--- src/rtl/mac_seq_pkg.sv ---
// Shared types and constants for the mac8 tile sequencer.
//   state_t   : sequencer FSM states
//   ACC_W_DEF : default accumulator width
//   PERF_W    : width of the optional performance counters
package mac_seq_pkg;

  typedef enum logic [2:0] {
    IDLE,
    CLEAR,
    ACCUM,
    FLUSH,
    DRAIN
  } state_t;

  localparam int ACC_W_DEF = 32;
  localparam int PERF_W    = 32;

endpackage

--- src/rtl/mac_seq_perf_ctr.sv ---
// Saturating event counter used for the sequencer's optional performance counters.
// Ports:
//   clk   : clock
//   rst_n : asynchronous active-low reset, clears the count
//   inc   : count one event this cycle
//   count : current count; holds at all-ones instead of wrapping
module mac_seq_perf_ctr
  import mac_seq_pkg::*;
#(
  parameter int W = PERF_W
) (
  input  logic         clk,
  input  logic         rst_n,
  input  logic         inc,
  output logic [W-1:0] count
);

  logic [W-1:0] count_q;
  logic [W-1:0] count_d;

  // Stop at all-ones so long runs never alias back to small values.
  always_comb begin
    count_d = count_q;
    if (inc && (count_q != {W{1'b1}})) begin
      count_d = count_q + W'(1);
    end
  end

  always_ff @(posedge clk or negedge rst_n) begin
    if (!rst_n) begin
      count_q <= '0;
    end else begin
      count_q <= count_d;
    end
  end

  assign count = count_q;

endmodule

--- src/rtl/mac_tile_sequencer.sv ---
// Sequences one row of N_COLS mac8 PEs through a single output tile:
// clear, K accumulate beats, SKEW flush cycles, then drain one accumulator per handshake.
// Optional feature macro: MAC_SEQ_PERF_EN adds perf_busy_cyc / perf_stall_cyc counters.
// Ports:
//   clk, rst_n            : clock, asynchronous active-low reset
//   cmd_valid/cmd_ready   : tile command handshake, cmd_k = accumulation depth in beats
//   op_valid/op_ready     : operand buffer beat handshake
//   mac_clr, mac_en       : clear / accumulate controls broadcast to all PEs
//   acc_in, sat_in        : PE accumulators (column i at [i*ACC_W +: ACC_W]) and sat flags
//   res_valid/res_ready   : result handshake with res_data, res_idx, res_last
//   busy                  : sequencer not idle
//   sat_sticky            : any PE saturated since the last clear
//   perf_busy_cyc         : (MAC_SEQ_PERF_EN) cycles spent busy
//   perf_stall_cyc        : (MAC_SEQ_PERF_EN) accumulate cycles without an operand beat
module mac_tile_sequencer
  import mac_seq_pkg::*;
#(
  parameter int  N_COLS = 8,
  parameter int  K_W    = 8,
  parameter int  SKEW   = 7,
  parameter int  ACC_W  = ACC_W_DEF,
  localparam int IDX_W  = (N_COLS > 1) ? $clog2(N_COLS) : 1
) (
  input  logic                    clk,
  input  logic                    rst_n,
  input  logic                    cmd_valid,
  output logic                    cmd_ready,
  input  logic [K_W-1:0]          cmd_k,
  input  logic                    op_valid,
  output logic                    op_ready,
  output logic                    mac_clr,
  output logic                    mac_en,
  input  logic [N_COLS*ACC_W-1:0] acc_in,
  input  logic [N_COLS-1:0]       sat_in,
  output logic                    res_valid,
  input  logic                    res_ready,
  output logic [ACC_W-1:0]        res_data,
  output logic [IDX_W-1:0]        res_idx,
  output logic                    res_last,
  output logic                    busy,
  output logic                    sat_sticky
`ifdef MAC_SEQ_PERF_EN
  ,
  output logic [PERF_W-1:0]       perf_busy_cyc,
  output logic [PERF_W-1:0]       perf_stall_cyc
`endif
);

  localparam int SKEW_W = (SKEW > 1) ? $clog2(SKEW) : 1;
  localparam logic [IDX_W-1:0]  LAST_IDX  = IDX_W'(N_COLS - 1);
  localparam logic [SKEW_W-1:0] SKEW_LAST = SKEW_W'(SKEW - 1);

  state_t             state_q, state_d;
  logic [K_W-1:0]     k_cnt_q, k_cnt_d;
  logic [SKEW_W-1:0]  skew_cnt_q, skew_cnt_d;
  logic [IDX_W-1:0]   res_idx_q, res_idx_d;
  logic               sat_sticky_q, sat_sticky_d;

  logic               beat;
  logic               last_col;

  assign beat     = (state_q == ACCUM) && op_valid;
  assign last_col = (res_idx_q == LAST_IDX);

  // State register: FSM state plus all counters and the sticky saturation flag.
  always_ff @(posedge clk or negedge rst_n) begin
    if (!rst_n) begin
      state_q      <= IDLE;
      k_cnt_q      <= '0;
      skew_cnt_q   <= '0;
      res_idx_q    <= '0;
      sat_sticky_q <= 1'b0;
    end else begin
      state_q      <= state_d;
      k_cnt_q      <= k_cnt_d;
      skew_cnt_q   <= skew_cnt_d;
      res_idx_q    <= res_idx_d;
      sat_sticky_q <= sat_sticky_d;
    end
  end

  // Next-state and counter logic.
  always_comb begin
    state_d      = state_q;
    k_cnt_d      = k_cnt_q;
    skew_cnt_d   = skew_cnt_q;
    res_idx_d    = res_idx_q;
    sat_sticky_d = sat_sticky_q;

    unique case (state_q)
      IDLE: begin
        if (cmd_valid) begin
          k_cnt_d = cmd_k;
          state_d = CLEAR;
        end
      end

      CLEAR: begin
        sat_sticky_d = 1'b0;
        skew_cnt_d   = '0;
        // A zero-depth tile skips accumulation but still flushes and drains.
        state_d      = (k_cnt_q == '0) ? FLUSH : ACCUM;
      end

      ACCUM: begin
        sat_sticky_d = sat_sticky_q | (|sat_in);
        // The nonzero guard keeps k_cnt from wrapping even if ACCUM were entered with 0.
        if (beat && (k_cnt_q != '0)) begin
          k_cnt_d = k_cnt_q - K_W'(1);
          if (k_cnt_q == K_W'(1)) begin
            state_d = FLUSH;
          end
        end
      end

      FLUSH: begin
        sat_sticky_d = sat_sticky_q | (|sat_in);
        if (skew_cnt_q == SKEW_LAST) begin
          skew_cnt_d = '0;
          res_idx_d  = '0;
          state_d    = DRAIN;
        end else begin
          skew_cnt_d = skew_cnt_q + SKEW_W'(1);
        end
      end

      DRAIN: begin
        if (res_ready) begin
          if (last_col) begin
            res_idx_d = '0;
            state_d   = IDLE;
          end else begin
            res_idx_d = res_idx_q + IDX_W'(1);
          end
        end
      end

      default: begin
        state_d = IDLE;
      end
    endcase
  end

  // Output decode. mac_clr and mac_en come from different states so they can never overlap.
  always_comb begin
    cmd_ready  = 1'b0;
    op_ready   = 1'b0;
    mac_clr    = 1'b0;
    mac_en     = 1'b0;
    res_valid  = 1'b0;
    res_data   = '0;
    res_last   = 1'b0;
    busy       = (state_q != IDLE);
    res_idx    = res_idx_q;
    sat_sticky = sat_sticky_q;

    unique case (state_q)
      IDLE:  cmd_ready = 1'b1;
      CLEAR: mac_clr   = 1'b1;
      ACCUM: begin
        op_ready = 1'b1;
        mac_en   = op_valid;
      end
      FLUSH: begin
      end
      DRAIN: begin
        res_valid = 1'b1;
        res_data  = acc_in[int'(res_idx_q)*ACC_W +: ACC_W];
        res_last  = last_col;
      end
      default: begin
      end
    endcase
  end

`ifdef MAC_SEQ_PERF_EN
  logic stall_cyc;

  assign stall_cyc = (state_q == ACCUM) && !op_valid;

  mac_seq_perf_ctr #(.W(PERF_W)) u_busy_ctr (
    .clk   (clk),
    .rst_n (rst_n),
    .inc   (busy),
    .count (perf_busy_cyc)
  );

  mac_seq_perf_ctr #(.W(PERF_W)) u_stall_ctr (
    .clk   (clk),
    .rst_n (rst_n),
    .inc   (stall_cyc),
    .count (perf_stall_cyc)
  );
`endif

endmodule

--- config.mk ---
export PLATFORM = sky130hd
export DESIGN_NAME = mac_tile_sequencer
export DESIGN_NICKNAME = d
export VERILOG_FILES = /design/src/rtl/mac_seq_pkg.sv /design/src/rtl/mac_seq_perf_ctr.sv /design/src/rtl/mac_tile_sequencer.sv
export SDC_FILE = /design/constraint.sdc
export NUM_CORES = 1
export LEC_CHECK = 0
export BUFFER_PORTS_ARGS = -buffer_cell sky130_fd_sc_hd__buf_4
export CAP_MARGIN = 10
export CORE_AREA = 2 2 123 125
export DETAILED_ROUTE_END_ITERATION = 7
export DIE_AREA = 0 0 125 127
export PLACE_DENSITY = 0.56
export SYNTH_ARGS = -nofsm -noshare
export SYNTH_HDL_FRONTEND = slang
export SYNTH_HIERARCHICAL = 1
export SYNTH_SLANG_ARGS = --single-unit
--- constraint.sdc ---
create_clock -name clk -period 3.47 [get_ports clk]
set_clock_uncertainty 0.05 [all_clocks]
set_input_delay 0.1735 -clock clk [delete_from_list [all_inputs] [get_ports clk]]
set_output_delay 0.1735 -clock clk [all_outputs]
set_load 0.01 [all_outputs]
* Word-level counts from Yosys, hierarchy flattened
Cells that the tools add are included.
W data, S select, Z words.
** Storage, ports and cells
- Bits of input ports :: 277
- Bits in registers :: 18
- Bits in writable memories :: 0
- Bits in read-only memories :: 0
- Bits in latches :: 0
- Word-level logic and storage cells :: 63
- Memories kept :: 0
** Cells by class
- Bitwise operators :: 1
- Reductions and logical operators :: 15
- Eq/ne operators :: 13
- Divide/modulo/power cells :: 0
- Mux-type cells :: 25
- Multipliers :: 0
- Shift-type cells :: 1
- Add/subtract/negate cells :: 3
- Order comparisons :: 0
** Operators by type and width (number)
- $shiftx A256 B9 Y32 :: 1
- $mux W32 :: 1
- $mux W3 :: 10
- $mux W8 :: 2
- $pmux W8 S2 :: 1
- $pmux W3 S5 :: 1
- $pmux W3 S2 :: 2
- $eq A3 B3 Y1 const B :: 3
- $eq A8 B1 Y1 const B :: 1
- $logic_not A8 Y1 :: 1
- $ne A2 B2 Y1 const B :: 4
- $reduce_bool A2 Y1 :: 4
- $reduce_bool A8 Y1 :: 1
- $reduce_or A8 Y1 :: 1
- $sub A8 B1 Y8 const B :: 1
- $mux W1 :: 7
- $add A3 B1 Y3 const B :: 2
- $eq A3 B2 Y1 const B :: 2
- $reduce_and A3 Y1 :: 2
- $reduce_and A6 Y1 :: 1
- $ne A2 B1 Y1 const B :: 2
- $eq A3 B1 Y1 const B :: 1
- $logic_not A3 Y1 :: 1
- $reduce_bool A3 Y1 :: 1
- 4 further kinds :: 5

* Depth between registers and ports, before layout
- Word-level depth :: 5
- Depth in mapped cells :: 7

* Least setup slack after synthesis
No wires, ideal clock.
- Path type :: reg-to-reg
- Start point :: register k_cnt_q[0]
- End point :: register k_cnt_q[1]
- Stages on the path, launching flop included :: 7
- Library setup time :: 0.128 ns
- Slack :: 1.711 ns
- Clock period less this slack :: 1.759 ns
- Data arrival time :: 1.582 ns
- Cell sequence :: dfrtp_1 inv_1 ha_1 nor3b_1 nand2_1 o21ai_2 mux2_1
** Between the ends
- Word-level cells in the longest chain between the ends :: 4
- Elaborated cells on any way between the ends :: 7
** RTL lines
- start: declaration :: line mac_tile_sequencer.sv:54 : logic [K_W-1:0] k_cnt_q, k_cnt_d;
- start signal: assignment :: line mac_tile_sequencer.sv:75 : k_cnt_q <= k_cnt_d;
- branches (longest 4 deep; another with $sub A8 B1 Y8)
Parallel ways; which one is timed is not known. The select of a mux whose other input is x is not followed.
A chain may end at the register's enable or synchronous reset.

* Final worst setup path
- Start point :: register res_idx_q[0] (netlist: res_idx[0])
- End point :: output res_data[13]
** Between the ends
- Word-level cells in the longest chain between the ends :: 2
** RTL lines
- start: declaration :: line mac_tile_sequencer.sv:56 : logic [IDX_W-1:0] res_idx_q, res_idx_d;
- start signal: assignment :: line mac_tile_sequencer.sv:77 : res_idx_q <= res_idx_d;
- $shiftx A256 B9 Y32 :: line mac_tile_sequencer.sv:168 : res_data = acc_in[int'(res_idx_q)*ACC_W +: ACC_W];
- $mux W32 :: line mac_tile_sequencer.sv:157 : unique case (state_q)
- end: declaration :: line mac_tile_sequencer.sv:37 : output logic [ACC_W-1:0] res_data,
No other way between the ends.

==> reports/results.ini <==
[status]
outcome=completed

[sta]
worstMarginPinSlew_ns=0.939
rsz0062_at_grt=no
setup_tns_ns=0
hold_violations=0
period_needed_ns=2.86
holdWs_ns=0.136
setup_viol=0
fin_ws_ns=0.610
slew_viol_final=0
clock.fmax_ghz=0.350
period_share_pct=82.4
max_slew_margin_pct=37.4

[layout]
synthToLayoutAreaGrowth_pct=82.3
nNetsFinal=869
drive_above_1_share_pct=69.0
layout_commonest_cell=buf_4
finalCoreUtilization_pct=40.2
diodes=0
layoutNonFillerInstCount=771
final_cell_mix=323 x buf_4, 64 x mux4_2, 41 x nor2_1
fillCellCount=1462
design_area_mm2=0.00579

[placement]
gp_congestion=0.977
io_buffers=319
place_area_mm2=0.00569
placed_cells=766
dp_hpwl_mm=14.5
pre_cts_ws_ns=0.825

[cts]
cts_tree=done
path_clk_slew_ns=0.05
cts_buffer_depth=2
clk_latency_ns=0.25
ctsHoldBuffers=1
post_cts_buffers=0
htreeDepth=1
numCtsBuffers=3
cts.sinks=18
cts-resized-gates=0
clockRootBuffer=clkbuf_16

[flow_run]
drv_cap=0

[synth]
ys.flop_type=dfrtp_1
ys_seq_area_share_pct=14.2
synth.avg_cell_area_um2=11.1
synth_edf_count=0
yosys.cell_types.count=47
synth_async_sr_flop_share_pct=100
synth_top_cell_by_area=mux4_2
synth.area.top_cells=mux4_2 45%, dfrtp_1 14%, mux2i_1 10%
synth_top_area_share_pct=45.4
synth_area_mm2=0.00318
yosys_register_bits=18
syn_inst=285
syn-num-nets=566
yosysWarnings=6

[power_and_ir_drop]
finalPower_mw=3.03
max-vdd-ir-drop_v=0.000357
pwr-share-comb_pct=68.3
power_density_mw_per_mm2=524
p_int_mw=1.78
switching_power_mw=1.26
seqPwrFrac_pct=23.4
power_leakage_nw=2.62
p_clk_share_pct=8.3
switching_share_pct=41.4

[route]
vias=3887
firstDrtPassIters=4
drc=0
wl_per_cell_um=22.2
vias_per_cell=5.04
ant_nets=0
drt_iter0_drc=142
wl_mm=17.1

[die]
fp.dieW_um=125
core.rowCount=44
initial_core_util_pct=22.0
die-area_mm2=0.0159
core_area_mm2=0.0144
ios=320
dieHeight_um=127

[critical_path]
endpoint_kind=output port
cp-start-kind=register
crit_arrival_ns=2.64
crit_type=reg2out
worstPathMaxFanout=49
required_ns=3.25

[global_route]
grt_pass1_vias=4057
grt_max_degree=50
grt_pass1_wl_mm=24.6
grt_antenna_before_repair=1
grt.overflow.total=0
grt_usage_pct=20.1

[hold_path]
worstHoldPathType=in2reg

power by group through the flow:
stage | logic (mW) | registers [mW] | clock network [mW]
floorplan | 1.82 | 0.401 | 0
global placement | 2.06 | 0.715 | 0
detailed placement | 2.08 | 0.722 | 0
CTS | 2.09 | 0.720 | 0.258
global route | 2.25 | 0.760 | 0.267
finish | 2.07 | 0.710 | 0.253
kinds of logic (layout without fill, tap and decap cells):
group | Yosys count | in the layout | synth area share (%)
AOI/OAI and AO/OA | 40 | 40 | 8.31
adders and majority gates | 4 | 4 | 1.58
buffers and inverters | 32 | 334 | 5.79
DFF | 18 | 18 | 14.2
muxes | 97 | 97 | 55.8
and+or+nand+nor | 94 | 94 | 14.3
layout make-up:
type	instances	area [um2]	area share (%)
Clock buffer	4	88.8	1.53
Inverter	5	18.8	0.324
Multi-Input combinational cell	235	2540	43.9
Sequential cell	18	457	7.89
Tap cell	184	230	3.97
Timing Repair Buffer	325	2450	42.4
final timing paths:
path	startpoint	slack, ns	endpoint	cells past startpoint
setup / recovery	res_idx[0]	0.61	res_data[13]	5
hold / removal	res_ready	0.14	res_idx[2]	3
setup reg to reg	state_q[1]	1.18	res_idx[0]	6
hold reg to reg	sat_sticky	0.47	sat_sticky	2
max in group asynchronous	rst_n	2.86	res_idx[0]	2
min in group asynchronous	rst_n	0.28	k_cnt_q[5]	2
synth_stat cells, drive strengths merged (3+ instances only):
master	instances
mux4	64
ha	4
nor2	42
nor3	6
inv	5
nand2b	4
o2bb2ai	3
a21oi	7
buf	19
or3	3
nand2	16
o21ai	15
nor4	4
clkbuf	8
nand3	5
mux2i	32
dfrtp	18
per-layer routing:
metal  global-route usage (%)  vias to the layer above  part of all wire (%)  routed length [um]
li1                         -                     1762                     -                   -
met1                     23.6                     1940                    37                6300
met2                     36.8                      157                    53                9110
met3                     5.36                       26                   7.4                1270
met4                     4.44                        2                   2.5                 420
met5                        0                        -                 0.076                  13
sequential cells by signal (all words and copies together) (netlist names):
| signal | cells |
|---|---|
| k_cnt_q | 8 |
| sat_sticky | 1 |
| skew_cnt_q | 3 |
| res_idx | 3 |
| state_q | 3 |
worst max-delay path, stage by stage (launching register included):
cell     delay, ns
dfrtp_4       1.04
buf_4         0.34
mux4_2        0.51
mux2i_1       0.16
nor2_1        0.09
buf_4         0.20
Note: power is estimated with default switching activity, not from simulation.
